<file path="src/rtl/uart_pkg.sv">
// rtl/uart_pkg.sv - shared types and helpers for the UART transmit scheduler
package uart_pkg;

    localparam int DEFAULT_DATA_BITS = 8;

    typedef enum logic [1:0] {
        IDLE = 2'd0,
        LOAD = 2'd1,
        SEND = 2'd2
    } sched_state_t;

    // Width of a requester index; never below one bit so ports stay legal.
    function automatic int grant_w(input int n);
        return (n > 1) ? $clog2(n) : 1;
    endfunction

endpackage

</file>
<file path="src/rtl/rr_arbiter.sv">
// rtl/rr_arbiter.sv - combinational round-robin pick starting at a priority pointer
module rr_arbiter
    import uart_pkg::*;
#(
    parameter int N  = 4,
    parameter int GW = grant_w(N)
) (
    input  logic [N-1:0]  req,
    input  logic [GW-1:0] ptr,
    output logic [N-1:0]  gnt,
    output logic [GW-1:0] gnt_id,
    output logic          any
);

    logic [GW-1:0] w_sel;

    // Walk the requesters from ptr upward with wrap-around; first active one wins.
    always_comb begin
        gnt    = '0;
        gnt_id = '0;
        any    = 1'b0;
        w_sel  = '0;
        for (int k = 0; k < N; k++) begin
            w_sel = GW'((int'(ptr) + k) % N);
            if (!any && req[w_sel]) begin
                any        = 1'b1;
                gnt[w_sel] = 1'b1;
                gnt_id     = w_sel;
            end
        end
    end

endmodule

</file>
<file path="src/rtl/uart_tx_sched.sv">
// rtl/uart_tx_sched.sv - round-robin byte scheduler feeding one UART transmitter
module uart_tx_sched
    import uart_pkg::*;
#(
    parameter int  NUM_REQ   = 4,
    parameter int  DATA_BITS = DEFAULT_DATA_BITS,
    parameter int  MAX_BURST = 16,
    parameter int  STALL_MAX = 255,
    localparam int GRANT_W   = grant_w(NUM_REQ)
) (
    input  logic                         clk,
    input  logic                         rst_n,
    input  logic [NUM_REQ-1:0]           req_valid,
    input  logic [NUM_REQ*DATA_BITS-1:0] req_data,
    input  logic [NUM_REQ-1:0]           req_last,
    output logic [NUM_REQ-1:0]           req_ready,
    output logic [DATA_BITS-1:0]         tx_data,
    output logic                         tx_valid,
    input  logic                         tx_ready,
    output logic [GRANT_W-1:0]           grant_id,
    output logic                         busy,
    output logic                         stall_abort
);

    localparam int BURST_W = $clog2(MAX_BURST + 1);
    localparam int STALL_W = $clog2(STALL_MAX + 1);
    localparam logic [BURST_W-1:0] BURST_LIM = BURST_W'(MAX_BURST);
    localparam logic [STALL_W-1:0] STALL_LIM = STALL_W'(STALL_MAX - 1);

    sched_state_t           r_state;
    sched_state_t           w_next;
    logic [GRANT_W-1:0]     r_ptr;
    logic [GRANT_W-1:0]     r_grant;
    logic [NUM_REQ-1:0]     r_gnt_oh;
    logic [BURST_W-1:0]     r_burst;
    logic [STALL_W-1:0]     r_stall;
    logic [DATA_BITS-1:0]   r_tx_data;
    logic                   r_tx_valid;
    logic                   r_last;

    logic [NUM_REQ-1:0]     w_arb_gnt;
    logic [GRANT_W-1:0]     w_arb_id;
    logic                   w_arb_any;
    logic                   w_grantee_valid;
    logic                   w_grantee_last;
    logic [DATA_BITS-1:0]   w_grantee_data;
    logic                   w_tx_acc;
    logic                   w_end_grant;
    logic [GRANT_W-1:0]     w_ptr_next;
    logic [NUM_REQ-1:0]     w_req_ready;
    logic                   w_stall_hit;

    rr_arbiter #(
        .N  (NUM_REQ),
        .GW (GRANT_W)
    ) u_arb (
        .req    (req_valid),
        .ptr    (r_ptr),
        .gnt    (w_arb_gnt),
        .gnt_id (w_arb_id),
        .any    (w_arb_any)
    );

    assign w_grantee_valid = |(req_valid & r_gnt_oh);
    assign w_grantee_last  = |(req_last & r_gnt_oh);
    assign w_tx_acc        = r_tx_valid & tx_ready;
    assign w_end_grant     = r_last || (r_burst == BURST_LIM);
    assign w_ptr_next      = (r_grant == GRANT_W'(NUM_REQ - 1)) ? '0 : r_grant + GRANT_W'(1);

    // Select the granted requester's byte using the registered one-hot grant.
    always_comb begin
        w_grantee_data = '0;
        for (int i = 0; i < NUM_REQ; i++) begin
            if (r_gnt_oh[i]) begin
                w_grantee_data = w_grantee_data | req_data[i*DATA_BITS +: DATA_BITS];
            end
        end
    end

    // Next state, grantee ready decode and the stall-timeout pulse.
    always_comb begin
        w_next      = r_state;
        w_req_ready = '0;
        w_stall_hit = 1'b0;
        case (r_state)
            IDLE: begin
                if (w_arb_any) begin
                    w_next = LOAD;
                end
            end
            LOAD: begin
                w_req_ready = r_gnt_oh;
                if (w_grantee_valid) begin
                    w_next = SEND;
                end else if (r_stall == STALL_LIM) begin
                    w_stall_hit = 1'b1;
                    w_next      = IDLE;
                end
            end
            SEND: begin
                if (w_tx_acc) begin
                    w_next = w_end_grant ? IDLE : LOAD;
                end
            end
            default: w_next = IDLE;
        endcase
    end

    // State register.
    always_ff @(posedge clk) begin
        if (!rst_n) begin
            r_state <= IDLE;
        end else begin
            r_state <= w_next;
        end
    end

    // Grant, pointer, counters and the holding register for the transmitter.
    always_ff @(posedge clk) begin
        if (!rst_n) begin
            r_ptr      <= '0;
            r_grant    <= '0;
            r_gnt_oh   <= '0;
            r_burst    <= '0;
            r_stall    <= '0;
            r_tx_data  <= '0;
            r_tx_valid <= 1'b0;
            r_last     <= 1'b0;
        end else begin
            case (r_state)
                IDLE: begin
                    if (w_arb_any) begin
                        r_grant  <= w_arb_id;
                        r_gnt_oh <= w_arb_gnt;
                        r_burst  <= '0;
                        r_stall  <= '0;
                    end
                end
                LOAD: begin
                    if (w_grantee_valid) begin
                        r_tx_data  <= w_grantee_data;
                        r_tx_valid <= 1'b1;
                        r_last     <= w_grantee_last;
                        r_burst    <= r_burst + 1'b1;
                        r_stall    <= '0;
                    end else begin
                        // The final increment lands on STALL_MAX and the grant is dropped.
                        r_stall <= r_stall + 1'b1;
                        if (w_stall_hit) begin
                            r_ptr   <= w_ptr_next;
                            r_burst <= '0;
                        end
                    end
                end
                SEND: begin
                    if (w_tx_acc) begin
                        r_tx_valid <= 1'b0;
                        if (w_end_grant) begin
                            r_ptr   <= w_ptr_next;
                            r_burst <= '0;
                        end
                    end
                end
                default: ;
            endcase
        end
    end

    assign req_ready   = w_req_ready;
    assign tx_data     = r_tx_data;
    assign tx_valid    = r_tx_valid;
    assign grant_id    = r_grant;
    assign busy        = (r_state != IDLE);
    assign stall_abort = w_stall_hit;

endmodule
</file>
<file path="config.mk">
export PLATFORM = sky130hd
export DESIGN_NAME = uart_tx_sched
export DESIGN_NICKNAME = d
export VERILOG_FILES = /design/src/rtl/uart_pkg.sv /design/src/rtl/rr_arbiter.sv /design/src/rtl/uart_tx_sched.sv
export SDC_FILE = /design/constraint.sdc
export NUM_CORES = 1
export LEC_CHECK = 0
export ABC_CLOCK_PERIOD_IN_PS = 2480
export CORE_MARGIN = 2
export CORE_UTILIZATION = 43
export DETAILED_ROUTE_END_ITERATION = 12
export PLACE_DENSITY = 0.76
export SLEW_MARGIN = 20
export SYNTH_ARGS = -nofsm -noshare
export SYNTH_HDL_FRONTEND = slang
export SYNTH_SLANG_ARGS = --single-unit
</file>
<file path="constraint.sdc">
create_clock -name clk -period 2.48 [get_ports clk]
set_clock_uncertainty 0.15 [all_clocks]
set_input_delay 0.248 -clock clk [delete_from_list [all_inputs] [get_ports clk]]
set_output_delay 0.248 -clock clk [all_outputs]
set_load 0.02 [all_outputs]
</file>
==> results of run 1 <==
## per-stage QoR
step	power (W)	setup WS [ns]
final	0.00243	0.127
after CTS	0.00244	0.137
after global routing	0.00258	0.0204
after global placement	0.00187	-0.132
after detailed placement	0.00190	-0.126
after floorplan	0.00144	0.0396
## sequential cells by signal, summed over array words and instances (netlist names)
name / cells
r_gnt_oh: 4
tx_valid: 1
r_state: 2
r_stall: 8
r_burst: 5
r_ptr: 2
r_last: 1
tx_data: 8
grant_id: 2
## power by group through the flow
stage | registers, W | clock network [W] | logic [W]
floorplan | 0.000784 | 0 | 0.000659
global placement | 0.000725 | 0 | 0.00115
detailed placement | 0.000729 | 0 | 0.00117
CTS | 0.000716 | 0.000543 | 0.00118
global route | 0.000730 | 0.000572 | 0.00128
finish | 0.000716 | 0.000539 | 0.00117
## worst register-to-register path: cells and delay by family (launching register included)
kind	cells	cell delay (ns)
compound gates	2	0.30
fa+ha+maj	1	0.34
buf+inv	1	0.10
flops	1	0.33
mux	1	0.63
simple gates	2	0.34
## final timing paths
check	startpoint	endpoint	slack, ns	cells after the start
max	r_state[1]	stall_abort	0.13	4
min	r_burst[4]	r_burst[4]	0.32	1
max reg2reg	r_ptr[0]	grant_id[1]	0.21	7
min reg2reg	r_burst[4]	r_burst[4]	0.32	1
## kinds of logic (layout without fill, tap and decap cells)
family                   after synthesis  in the layout  share of synthesized area [%]
AND/OR/NAND/NOR                       84             84                           19.3
adder cells (fa/ha/maj)               11             11                           6.56
AO/OA/AOI/OAI                         94             94                           31.8
multiplexers                           5              5                           5.13
flip-flops                            33             33                           31.5
buffers and inverters                 26             95                           5.72
## what timing repair did
item                                    CTS  global route
gates resized for setup                   1             0
endpoints found under the hold margin     0             0
hold buffers                              0             0
endpoints found under the setup margin    1             0
## layer usage
layer  part of all wire, %  GRT usage, %
met1                    45          29.2
met5                     0             0
met3                   2.9          3.29
met2                    51          37.1
met4                   1.6          8.08
## placed cells by master, fill, tap and decap left out, types with 5 or more instances in the layout
master	instances
a21oi_1	15
a22oi_1	20
a311oi_1	12
a31oi_1	5
and2_1	5
buf_4	21
clkbuf_8	6
clkdlybuf4s50_1	58
dfxtp_1	31
ha_1	11
inv_1	7
nand2_1	22
nand3_1	6
nor2_1	28
o21ai_0	16
## area by class of cell
type / count / share of cell area (%)
clock inverter: 1 / 1.02
multi-input combinational: 194 / 44.6
timing repair buffer: 80 / 25.3
inverter: 7 / 0.889
sequential: 33 / 22.4
clock buffer: 7 / 2.92
tap: 67 / 2.84
==> reports/results.ini, run 1 <==
[synth]
synth_warnings = 0
synth_top_cell_by_area = dfxtp_1
synth_edf_count = 0
ys_ff_latch = 33
yosysTopAreaCellShare_pct = 31.5
synth_most_common_cell = dfxtp_1
synth_area_um2 = 2100
avgSynthCellArea_um2 = 8.29
synth_area_leaders = dfxtp_1, a22oi_1, ha_1
synthTopCellsByCount = dfxtp_1, nor2_1, nand2_1
async_flop_share_pct = 0
ys_types = 46
ys.flop_type = dfxtp_1
synth_nets = 307
synthCells = 253
synth_sequential_area_ratio_pct = 31.5

[outcome]
outcome = completed

[route]
routed_wl_mm = 5.91
postRouteAntennaNets = 0
first_pass_iters = 4
drc = 0
viasPerCell = 5.76
vias = 2242
drt_iter0_markers = 131
wl_per_cell_um = 15.2

[timing]
finalHoldViolCount = 0
hold_ws_ns = 0.325
finalSetupViolations = 0
rsz0062_at_grt = false
clock.fmax_ghz = 0.425
slew_viol_final = 0
max-slew-margin-rel_pct = 53.8
period_share_pct = 94.9
fin_crit_ns = 2.35
tns_ns = 0
worst_pin_slew_ns = 0.692

[run]
maxCapViolCount = 0

[critical_path]
worstPathCellList = nand2b_1 -> or3_1 -> nor3_1 -> dlygate4sd2_1
worstPathRequired_ns = 2.08
path_delay_family = simple AND/OR/NAND/NOR gates
critPathKind = reg -> out
max_stage_delay_ns = 0.44
start_kind = register
cp_slowest_cell = or3_1
crit_fanout = 7
cp_num_buf_inv = 1
endpoint_kind = output pin
cp.arrival_ns = 1.96

[power]
internal_power_w = 0.00150
pwr-share-comb_pct = 48.3
swShare_pct = 38.4
ir_drop_v = 0.000412
clkPwrFrac_pct = 22.2
p_seq_share_pct = 29.5
power_density_nw_per_um2 = 822
p_leak_nw = 1.03
p_switching_w = 0.000932

[final_layout]
area_delta_synth_final_pct = 40.8
area.sequential_um2 = 663
drive_gt1_share_pct = 12.1
fin_util_pct = 62.5
final_cells = 389
stdcell_area_um2 = 2950
fillers = 412
multi_input_area_um2 = 1320
final_nets = 375
antennaDiodeCount = 0

[placed_design]
io_buffers = 59
place.gp.congestion = 0.882
placedCellCount = 381
dp_hpwl_mm = 4.31
postPlaceCellArea_um2 = 2840

[floorplanning]
coreArea_um2 = 4720
dieArea_um2 = 5450
die_w_um = 73.9
die_h_um = 73.9
start_util_pct = 44.4
rows = 25
io_pins = 60

[clocking]
root_buffer = clkbuf_8
cts_made_buffers = 5
cts_max_level = 2
cts_tree = done
cts_sinks = 33
clock_path_buffers = 2
clk_latency_ns = 0.29
cts_setup_buffers = 0
path_clk_slew_ns = 0.07

[grt]
antenna_found_initial = 0
grt_pass1_wl_mm = 9.38
grt_max_degree = 25
grt_overflow = 0
grt_usage_pct = 22.3
grt_pass1_vias = 1951

[worst_hold_path]
hp-class = reg -> reg

Note: power is estimated with default switching activity, not from simulation.
==> inputs of run 2 (changes only) <==
- CORE_ASPECT_RATIO: unset -> 0.5
==> reports/results.ini, run 2 (synthesized netlist as in run 1, its figures left out) <==
[outcome]
outcome = completed

[route]
routed_wl_mm = 6.06
first_pass_iters = 4
vias = 2194
drc = 0
postRouteAntennaNets = 0
drt_iter0_markers = 84
wl_per_cell_um = 15.6
viasPerCell = 5.65

[floorplanning]
coreArea_um2 = 4550
io_pins = 60
start_util_pct = 46.1
die_w_um = 103
die_h_um = 53.4
rows = 17
dieArea_um2 = 5490

[timing]
fin_crit_ns = 2.34
finalHoldViolCount = 0
worst_pin_slew_ns = 0.633
period_share_pct = 94.3
rsz0062_at_grt = false
slew_viol_final = 0
clock.fmax_ghz = 0.428
setup_ws_ns = 0.141
finalSetupViolations = 0
max-slew-margin-rel_pct = 57.5

[clocking]
cts_sinks = 33
cts_tree = done
clk_latency_ns = 0.29
root_buffer = clkbuf_8
clock_path_buffers = 2
cts_max_level = 2
path_clk_slew_ns = 0.07
cts_hold_buffers = 0
cts_setup_buffers = 0
cts_made_buffers = 5

[grt]
use_met3_pct = 4.36
antenna_found_initial = 0
busiest_layer = met2
grt_pass1_wl_mm = 9.66
grt_max_degree = 25
grt_use_met2_pct = 38.7
grt_usage_pct = 23.2
grtUsageMet1_pct = 29.6
grt_overflow = 0
grt_pass1_vias = 2080

[power]
p_switching_w = 0.000922
internal_power_w = 0.00142
power_density_nw_per_um2 = 798
p_leak_nw = 1.03
p_seq_share_pct = 30.6
pwr-share-comb_pct = 50.3
swShare_pct = 39.3
finalPower_w = 0.00235
ir_drop_v = 0.000338
clkPwrFrac_pct = 19.2

[placed_design]
place.gp.congestion = 0.888
io_buffers = 59
dpl_worst_slack_ns = -0.0432
placedCellCount = 380
dp_hpwl_mm = 4.66
postPlaceCellArea_um2 = 2840

[final_layout]
layout_commonest_cell = clkdlybuf4s50_1
drive_gt1_share_pct = 12.4
antennaDiodeCount = 0
stdcell_area_um2 = 2940
final_nets = 375
final_cell_mix = clkdlybuf4s50_1, dfxtp_1, nor2_1
area_delta_synth_final_pct = 40.0
fillers = 392
final_cells = 388

[critical_path]
rr_startpoint = r_ptr[1]
start_kind = register
worstPathRequired_ns = 2.53
crit_fanout = 11
crit_start = r_ptr[1]
critPathKind = reg -> reg
cp.arrival_ns = 2.39
endpoint_kind = register

[run]
maxCapViolCount = 0

[worst_hold_path]
hp-class = reg -> reg
hp-start = r_burst[4]

==> run 2: cell type report <==
class                           count  area, um^2  area share (%)
Clock inverter                      1        5.00           0.170
Multi-Input combinational cell    194        1320            44.8
Timing Repair Buffer               80         747            25.4
Tap cell                           66        82.6            2.81
Sequential cell                    33         663            22.6
Inverter                            7        26.3           0.894
Clock buffer                        7        96.3            3.28
==> run 2: per-stage QoR <==
stage / TNS (ns) / util (%) / hold slack, ns
6_report: 0 / 64.5 / 0.318
5_1_grt: 0 / 64.5 / 0.363
4_1_cts: 0 / 64.5 / 0.318
3_5_place_dp: -0.0432 / 62.3 / 0.306
3_3_place_gp: -0.0174 / 62.3 / 0.291
2_1_floorplan: 0 / - / 0.232
==> run 2: final timing paths <==
check | end | slack, ns | cells past startpoint
hold / removal | r_burst[4] | 0.32 | 1
setup reg to reg | grant_id[1] | 0.14 | 7
hold reg to reg | r_burst[4] | 0.32 | 1
setup / recovery | grant_id[1] | 0.14 | 7
==> run 2: layer usage <==
layer	wire (um)	share of wire, %
met5	0	0
met4	86	1.4
met3	297	4.9
met2	2940	48
met1	2740	45
==> run 2: repair_timing <==
item | 4_1_cts | 5_1_grt
gates resized for setup | 1 | 0
setup endpoints to repair | 1 | 0
endpoints found under the hold margin | 0 | 0
==> run 2: critical path: stages, from the launching register on <==
cell,delay [ns]
dfxtp_2,0.33
inv_1,0.10
ha_1,0.35
mux4_2,0.64
nor2_4,0.12
o2111ai_1,0.13
and3_1,0.23
o32ai_2,0.21
==> run 2: power by group through the flow <==
stage	combinational (W)	clock, W	sequential, W
after floorplan	0.000659	0	0.000784
final	0.00118	0.000450	0.000716
after detailed placement	0.00117	0	0.000726
after CTS	0.00118	0.000454	0.000716
after global placement	0.00114	0	0.000722
after global routing	0.00129	0.000479	0.000730
